--- config.mk ---
export PLATFORM = sky130hd
export DESIGN_NAME = ir_sweep_sequencer
export DESIGN_NICKNAME = d
export VERILOG_FILES = /design/src/rtl/maze_pkg.sv /design/src/rtl/ir_err_calc.sv /design/src/rtl/ir_sweep_sequencer.sv
export SDC_FILE = /design/constraint.sdc
export NUM_CORES = 1
export LEC_CHECK = 0
export CAP_MARGIN = 40
export CORE_ASPECT_RATIO = 2
export CORE_MARGIN = 3
export CORE_UTILIZATION = 49
export DETAILED_ROUTE_END_ITERATION = 7
export GPL_TIMING_DRIVEN = 0
export PLACE_DENSITY_LB_ADDON = 0.12
export SKIP_CTS_REPAIR_TIMING = 1
export SKIP_LAST_GASP = 1
export SYNTH_ARGS = -nofsm -noshare
export SYNTH_HDL_FRONTEND = slang
export SYNTH_SLANG_ARGS = --single-unit
--- constraint.sdc ---
create_clock -name clk -period 7.2 [get_ports clk]
set_clock_uncertainty 0.15 [all_clocks]
set_input_delay 2.16 -clock clk [delete_from_list [all_inputs] [get_ports clk]]
set_output_delay 2.16 -clock clk [all_outputs]
set_load 0.05 [all_outputs]
--- src/rtl/maze_pkg.sv ---
// Shared constants for the MazeRunner IR line-sensor sweep: FSM encodings,
// channel count, weight table and ADC128S command field layout.
package maze_pkg;

    localparam int          NUM_IR_CH  = 8;
    localparam int          ADC_CH_LSB = 11;
    localparam logic [11:0] NO_REFLECT = 12'hFFF;

    localparam logic [2:0] IDLE   = 3'd0;
    localparam logic [2:0] SETTLE = 3'd1;
    localparam logic [2:0] SEND   = 3'd2;
    localparam logic [2:0] WAIT   = 3'd3;
    localparam logic [2:0] FINISH = 3'd4;

    // ch0-3 are the right side (inner->outer), ch4-7 the left side
    localparam logic [3:0] IR_WEIGHT [NUM_IR_CH] = '{4'd1, 4'd2, 4'd4, 4'd8,
                                                    4'd1, 4'd2, 4'd4, 4'd8};

    function automatic logic [15:0] adc_cmd(input logic [2:0] ch);
        adc_cmd = 16'(ch) << ADC_CH_LSB;
    endfunction

endpackage

--- src/rtl/ir_err_calc.sv ---
// Weighted line-position error over 8x12b readings, + => line to the right.
// Latency: combinational. Backpressure: none.
module ir_err_calc
    import maze_pkg::*;
(
    input  logic [12*NUM_IR_CH-1:0] readings_i,
    output logic signed [16:0]      line_err_o
);

    logic [16:0] right_sum;
    logic [16:0] left_sum;
    logic [11:0] strength;

    // Each side peaks at 15*4095, so the 17b difference cannot overflow
    always_comb begin
        right_sum = '0;
        left_sum  = '0;
        strength  = '0;
        for (int k = 0; k < NUM_IR_CH; k++) begin
            strength = NO_REFLECT - readings_i[12*k +: 12];
            if (k < NUM_IR_CH/2)
                right_sum = right_sum + 17'(strength) * 17'(IR_WEIGHT[k]);
            else
                left_sum  = left_sum  + 17'(strength) * 17'(IR_WEIGHT[k]);
        end
        line_err_o = $signed(right_sum - left_sum);
    end

endmodule

--- src/rtl/ir_sweep_sequencer.sv ---
// IR sweep sequencer: emitters on, settle, 9 pipelined ADC reads (prime + 8), publish results.
// Latency: SETTLE_CYC+1 cycles to first wrt, one done-handshake per channel, results 2 cycles after last done.
// Backpressure: waits indefinitely on SPI done; strt ignored while busy. Optional IR_ERR_CALC_EN adds line_err.
module ir_sweep_sequencer
    import maze_pkg::*;
#(
    parameter int unsigned SETTLE_CYC     = 4096,
    parameter logic [11:0] PRESENT_THRESH = 12'hF00
) (
    input  logic        clk,
    input  logic        rst,
    input  logic        strt,
    output logic        wrt,
    output logic [15:0] cmd,
    input  logic        done,
    input  logic [15:0] rd_data,
    output logic        IR_EN,
    output logic        busy,
    output logic        sweep_done,
    output logic [95:0] readings,
    output logic        line_present,
    output logic [16:0] line_err
);

    localparam int               CNT_W    = (SETTLE_CYC > 1) ? $clog2(SETTLE_CYC) : 1;
    localparam logic [CNT_W-1:0] CNT_LAST = CNT_W'(SETTLE_CYC - 1);
    localparam logic [3:0]       LAST_IDX = 4'(NUM_IR_CH);

    logic [2:0]       state_q, state_d;
    logic [CNT_W-1:0] cnt_q, cnt_d;
    logic [3:0]       idx_q, idx_d;
    logic             wrt_q, wrt_d;
    logic [15:0]      cmd_q, cmd_d;
    logic             ir_en_q, ir_en_d;
    logic             busy_q, busy_d;
    logic             sweep_done_q, sweep_done_d;
    logic [95:0]      shadow_q, shadow_d;
    logic [95:0]      readings_q, readings_d;
    logic             present_q, present_d;
    logic [16:0]      err_q, err_d;

    logic               shadow_present;
    logic signed [16:0] shadow_err;
    logic               unused_rd_hi;

    assign unused_rd_hi = ^rd_data[15:12];

`ifdef IR_ERR_CALC_EN
    ir_err_calc u_err_calc (
        .readings_i (shadow_q),
        .line_err_o (shadow_err)
    );
`else
    assign shadow_err = 17'sd0;
`endif

    always_comb begin
        shadow_present = 1'b0;
        for (int k = 0; k < NUM_IR_CH; k++) begin
            if (shadow_q[12*k +: 12] < PRESENT_THRESH)
                shadow_present = 1'b1;
        end
    end

    always_comb begin
        state_d      = state_q;
        cnt_d        = cnt_q;
        idx_d        = idx_q;
        wrt_d        = 1'b0;
        cmd_d        = cmd_q;
        ir_en_d      = ir_en_q;
        busy_d       = busy_q;
        sweep_done_d = 1'b0;
        shadow_d     = shadow_q;
        readings_d   = readings_q;
        present_d    = present_q;
        err_d        = err_q;
        case (state_q)
            IDLE: begin
                if (strt) begin
                    state_d = SETTLE;
                    ir_en_d = 1'b1;
                    busy_d  = 1'b1;
                    cnt_d   = '0;
                    idx_d   = '0;
                end
            end
            SETTLE: begin
                if (cnt_q == CNT_LAST) begin
                    state_d = SEND;
                    wrt_d   = 1'b1;
                    cmd_d   = adc_cmd(3'd0);
                end else begin
                    cnt_d = cnt_q + 1'b1;
                end
            end
            SEND: state_d = WAIT;
            WAIT: begin
                if (done) begin
                    // ADC pipeline: each response carries the previous command's channel
                    if (idx_q != 4'd0)
                        shadow_d[12*int'(idx_q - 4'd1) +: 12] = rd_data[11:0];
                    if (idx_q == LAST_IDX) begin
                        state_d = FINISH;
                    end else begin
                        idx_d   = idx_q + 4'd1;
                        state_d = SEND;
                        wrt_d   = 1'b1;
                        cmd_d   = adc_cmd(3'(idx_q + 4'd1));
                    end
                end
            end
            FINISH: begin
                readings_d   = shadow_q;
                present_d    = shadow_present;
                err_d        = shadow_err;
                sweep_done_d = 1'b1;
                ir_en_d      = 1'b0;
                busy_d       = 1'b0;
                state_d      = IDLE;
            end
            default: state_d = IDLE;
        endcase
    end

    always_ff @(posedge clk) begin
        if (rst) begin
            state_q      <= IDLE;
            cnt_q        <= '0;
            idx_q        <= '0;
            wrt_q        <= 1'b0;
            cmd_q        <= '0;
            ir_en_q      <= 1'b0;
            busy_q       <= 1'b0;
            sweep_done_q <= 1'b0;
            shadow_q     <= {NUM_IR_CH{NO_REFLECT}};
            readings_q   <= {NUM_IR_CH{NO_REFLECT}};
            present_q    <= 1'b0;
            err_q        <= '0;
        end else begin
            state_q      <= state_d;
            cnt_q        <= cnt_d;
            idx_q        <= idx_d;
            wrt_q        <= wrt_d;
            cmd_q        <= cmd_d;
            ir_en_q      <= ir_en_d;
            busy_q       <= busy_d;
            sweep_done_q <= sweep_done_d;
            shadow_q     <= shadow_d;
            readings_q   <= readings_d;
            present_q    <= present_d;
            err_q        <= err_d;
        end
    end

    assign wrt          = wrt_q;
    assign cmd          = cmd_q;
    assign IR_EN        = ir_en_q;
    assign busy         = busy_q;
    assign sweep_done   = sweep_done_q;
    assign readings     = readings_q;
    assign line_present = present_q;
    assign line_err     = err_q;

endmodule

==> reports/results.ini <==
[finish]
diodes = 0
fin_nets = 1500
area_growth_pct = 25.9
stdcell_count = 1738
drive_above_1_share_pct = 10.4

[global_route]
antenna_found_initial = 0
grt_max_degree = 17
first_global_vias = 10065
grt_pass1_wl_mm = 56.6
gr-total-overflow = 0
track_usage_pct = 32.7

[synthesis]
ys_seq_elements = 218
netlist_instances = 1266
syn_avg_cell_area_um2 = 8.17
yosys_warnings = 0
synth_ff_type = dfxtp_1
async_reset_ff_share_pct = 0
yosysUniqueCellTypes = 73
synth_edf_count = 0
netlist_area_um2 = 10300
synth-seq-area-share_pct = 42.2

[pwr]
irDropWorstVdd_mv = 0.198
p_leak_nw = 5.44
power.total_mw = 2.40
powerDensity_nw_per_um2 = 185

[status]
status = finished clean

[place]
pre_cts_ws_ns = -1.94
gp_congestion = 1.05
dp_hpwl_mm = 29.5
dp.cells = 1687
port_buffers = 118

[timing]
setup_viol = 0
period_share_pct = 98.9
slew_viol_final = 0
max_freq_ghz = 0.140
tightestPinTransition_ns = 1.12
fin_ws_ns = 0.0807
setup-tns-final_ns = 0
hold_viol = 0
finalCriticalPeriod_ns = 7.12
slew_headroom_pct = 25.1

[min_path]
whs_endpoint = cmd[11]$_SDFFE_PP0P_
min_path_cells = 2
hp-class = register to register
holdCritStartpoint = cmd[11]$_SDFFE_PP0P_

[setup_path]
critPathCaptureType = register
cp_slowest_cell = fa_2
cp-start-kind = register
r2r-start = idx_q[0]$_SDFFE_PP0P_
r2r_cells = 28
regToRegSetupSlack_ns = 0.08
path_buf_inv = 11
critPathMostFrequentCell = buf_6
cp.depth = 28
max_stage_delay_ns = 0.54
required_ns = 7.40
cp_max_fo = 11
crit_arrival_ns = 7.32
r2r_end = shadow_q[29]$_SDFFE_PP1P_
critPathKind = register to register
cp_top_family = simple AND/OR/NAND/NOR gates

[drt]
ant_nets = 0
drc = 0
wl_per_cell_um = 21.8
first_iter_violations = 723
via_per_inst = 5.87
num_vias = 10202
drt-total-wl_mm = 37.8
drt_pass1_iterations = 7

[clock_network]
cts.path.max_buffers = 3
cts_tree = built
clkSinkCount = 218
root_buffer = clkbuf_16
cts_buffers = 19
ctsHtreeMaxLevel = 1
clk_pin_slew_ns = 0.07
clk_latency_ns = 0.52

[floorplan]
pin_count = 154
die_h_um = 211
initial_core_util_pct = 50.3
die_w_um = 109
coreArea_um2 = 20600
rows = 74
die_area_um2 = 23000

[flow_run]
maxCapViolations = 0

report_power, final:
part	internal (mW)	leakage [nW]	switching (mW)
clock network	0.605	0.313	0.464
logic	0.0336	3.36	0.0955
registers	1.21	1.77	0.00114
registers in the layout, indices dropped and copies added, names as in the netlist, 3 cells and up:
register  flops
shadow_q     96
cnt_q        12
idx_q         4
cmd           3
state_q       3
readings     96
final cells by class:
| cell class | instances | area, um^2 |
|---|---|---|
| clock buffer | 27 | 546 |
| sequential | 218 | 4370 |
| inverter | 15 | 68.8 |
| multi-input combinational | 953 | 5670 |
| buffer | 108 | 578 |
| fill | 1859 | 7540 |
| timing repair buffer | 144 | 1360 |
| clock inverter | 7 | 95.1 |
| tap | 266 | 333 |
layout by cell type, fill, tap and decap left out, types with 8 or more instances in the layout:
cell / count
a221oi_1: 8
clkbuf_1: 63
dfxtp_1: 217
ha_1: 17
mux2i_1: 50
buf_4: 50
inv_1: 12
nand4_1: 26
a32oi_1: 8
clkbuf_16: 19
nor3_1: 35
o21ai_0: 28
mux2_2: 9
clkdlybuf4s50_1: 118
conb_1: 30
nor4_1: 8
nand3_1: 115
nand2_1: 290
o211ai_1: 27
and3_1: 13
o311ai_0: 9
xnor2_1: 10
buf_2: 13
xor2_1: 9
a21oi_1: 36
nor2_1: 84
cell usage after synthesis, drive strengths merged (5+ instances only):
| cell type | instances | share of area [%] |
|---|---|---|
| nor3 | 36 | 1.7 |
| xnor2 | 13 | 1.2 |
| or4 | 5 | 0.36 |
| o311ai | 13 | 1.1 |
| a32oi | 8 | 0.68 |
| a21oi | 37 | 1.8 |
| or3 | 8 | 0.48 |
| a22oi | 6 | 0.48 |
| clkbuf | 67 | 2.4 |
| nor4 | 15 | 1.3 |
| a211oi | 5 | 0.36 |
| nand4 | 26 | 1.6 |
| nand3 | 115 | 5.6 |
| inv | 15 | 0.54 |
| a221oi | 8 | 0.68 |
| a211o | 5 | 0.42 |
| a41oi | 5 | 0.42 |
| nand2 | 290 | 11 |
| o31ai | 6 | 0.44 |
| o211ai | 27 | 2.0 |
| mux2i | 50 | 4.8 |
| and4 | 5 | 0.42 |
| nor2 | 88 | 3.2 |
| xor2 | 10 | 0.85 |
| buf | 43 | 2.8 |
| mux2 | 9 | 0.98 |
| dfxtp | 218 | 42 |
| and3 | 13 | 0.79 |
| ha | 20 | 2.4 |
| o21ai | 30 | 1.5 |
tightest hold or removal path, delay by kind of cell (launching register included):
| family | cells | cell delay, ns |
|---|---|---|
| compound gates | 1 | 0.05 |
| flops | 1 | 0.31 |
| simple gates | 1 | 0.05 |
worst max-delay path by stage:
| stage | start | to | slack [ns] |
|---|---|---|---|
| final | idx_q[0]$_SDFFE_PP0P_ | shadow_q[29]$_SDFFE_PP1P_ | 0.08 |
| after global routing | idx_q[0]$_SDFFE_PP0P_ | shadow_q[62]$_SDFFE_PP1P_ | -0.08 |
| after CTS | idx_q[0]$_SDFFE_PP0P_ | shadow_q[15]$_SDFFE_PP1P_ | -1.97 |
| after detailed placement | idx_q[0]$_SDFFE_PP0P_ | shadow_q[15]$_SDFFE_PP1P_ | -1.94 |
| after global placement | idx_q[0]$_SDFFE_PP0P_ | shadow_q[15]$_SDFFE_PP1P_ | -1.92 |
| after floorplan | idx_q[0]$_SDFFE_PP0P_ | shadow_q[92]$_SDFFE_PP1P_ | 0.36 |
per-stage QoR:
step | hold WS (ns) | cell area (um^2) | util (%)
6_report | 0.310 | 13000 | 63.3
5_1_grt | 0.338 | 13000 | 63.3
4_1_cts | 0.315 | 12600 | 61.5
3_5_place_dp | 0.301 | 12000 | 58.4
3_3_place_gp | 0.293 | 12000 | 58.2
2_1_floorplan | 0.284 | 10400 | -
routing by layer:
metal,wire length [um],up-vias,track usage [%]
met5,0,-,0
met4,3920,0,28.4
met3,1870,180,3.27
met2,19700,414,58.5
met1,12300,4784,32.6
li1,-,4824,-
logic make-up after synthesis:
kind of cell	synth area share [%]
adders and majority gates	2.61
other	0.0363
and+or+nand+nor	27.8
xor gates and xnor gates	2.46
DFF	42.2
buffers and inverters	5.74
AOI/OAI and AO/OA	13.3
muxes	5.82
Note: power is estimated with default switching activity, not from simulation.
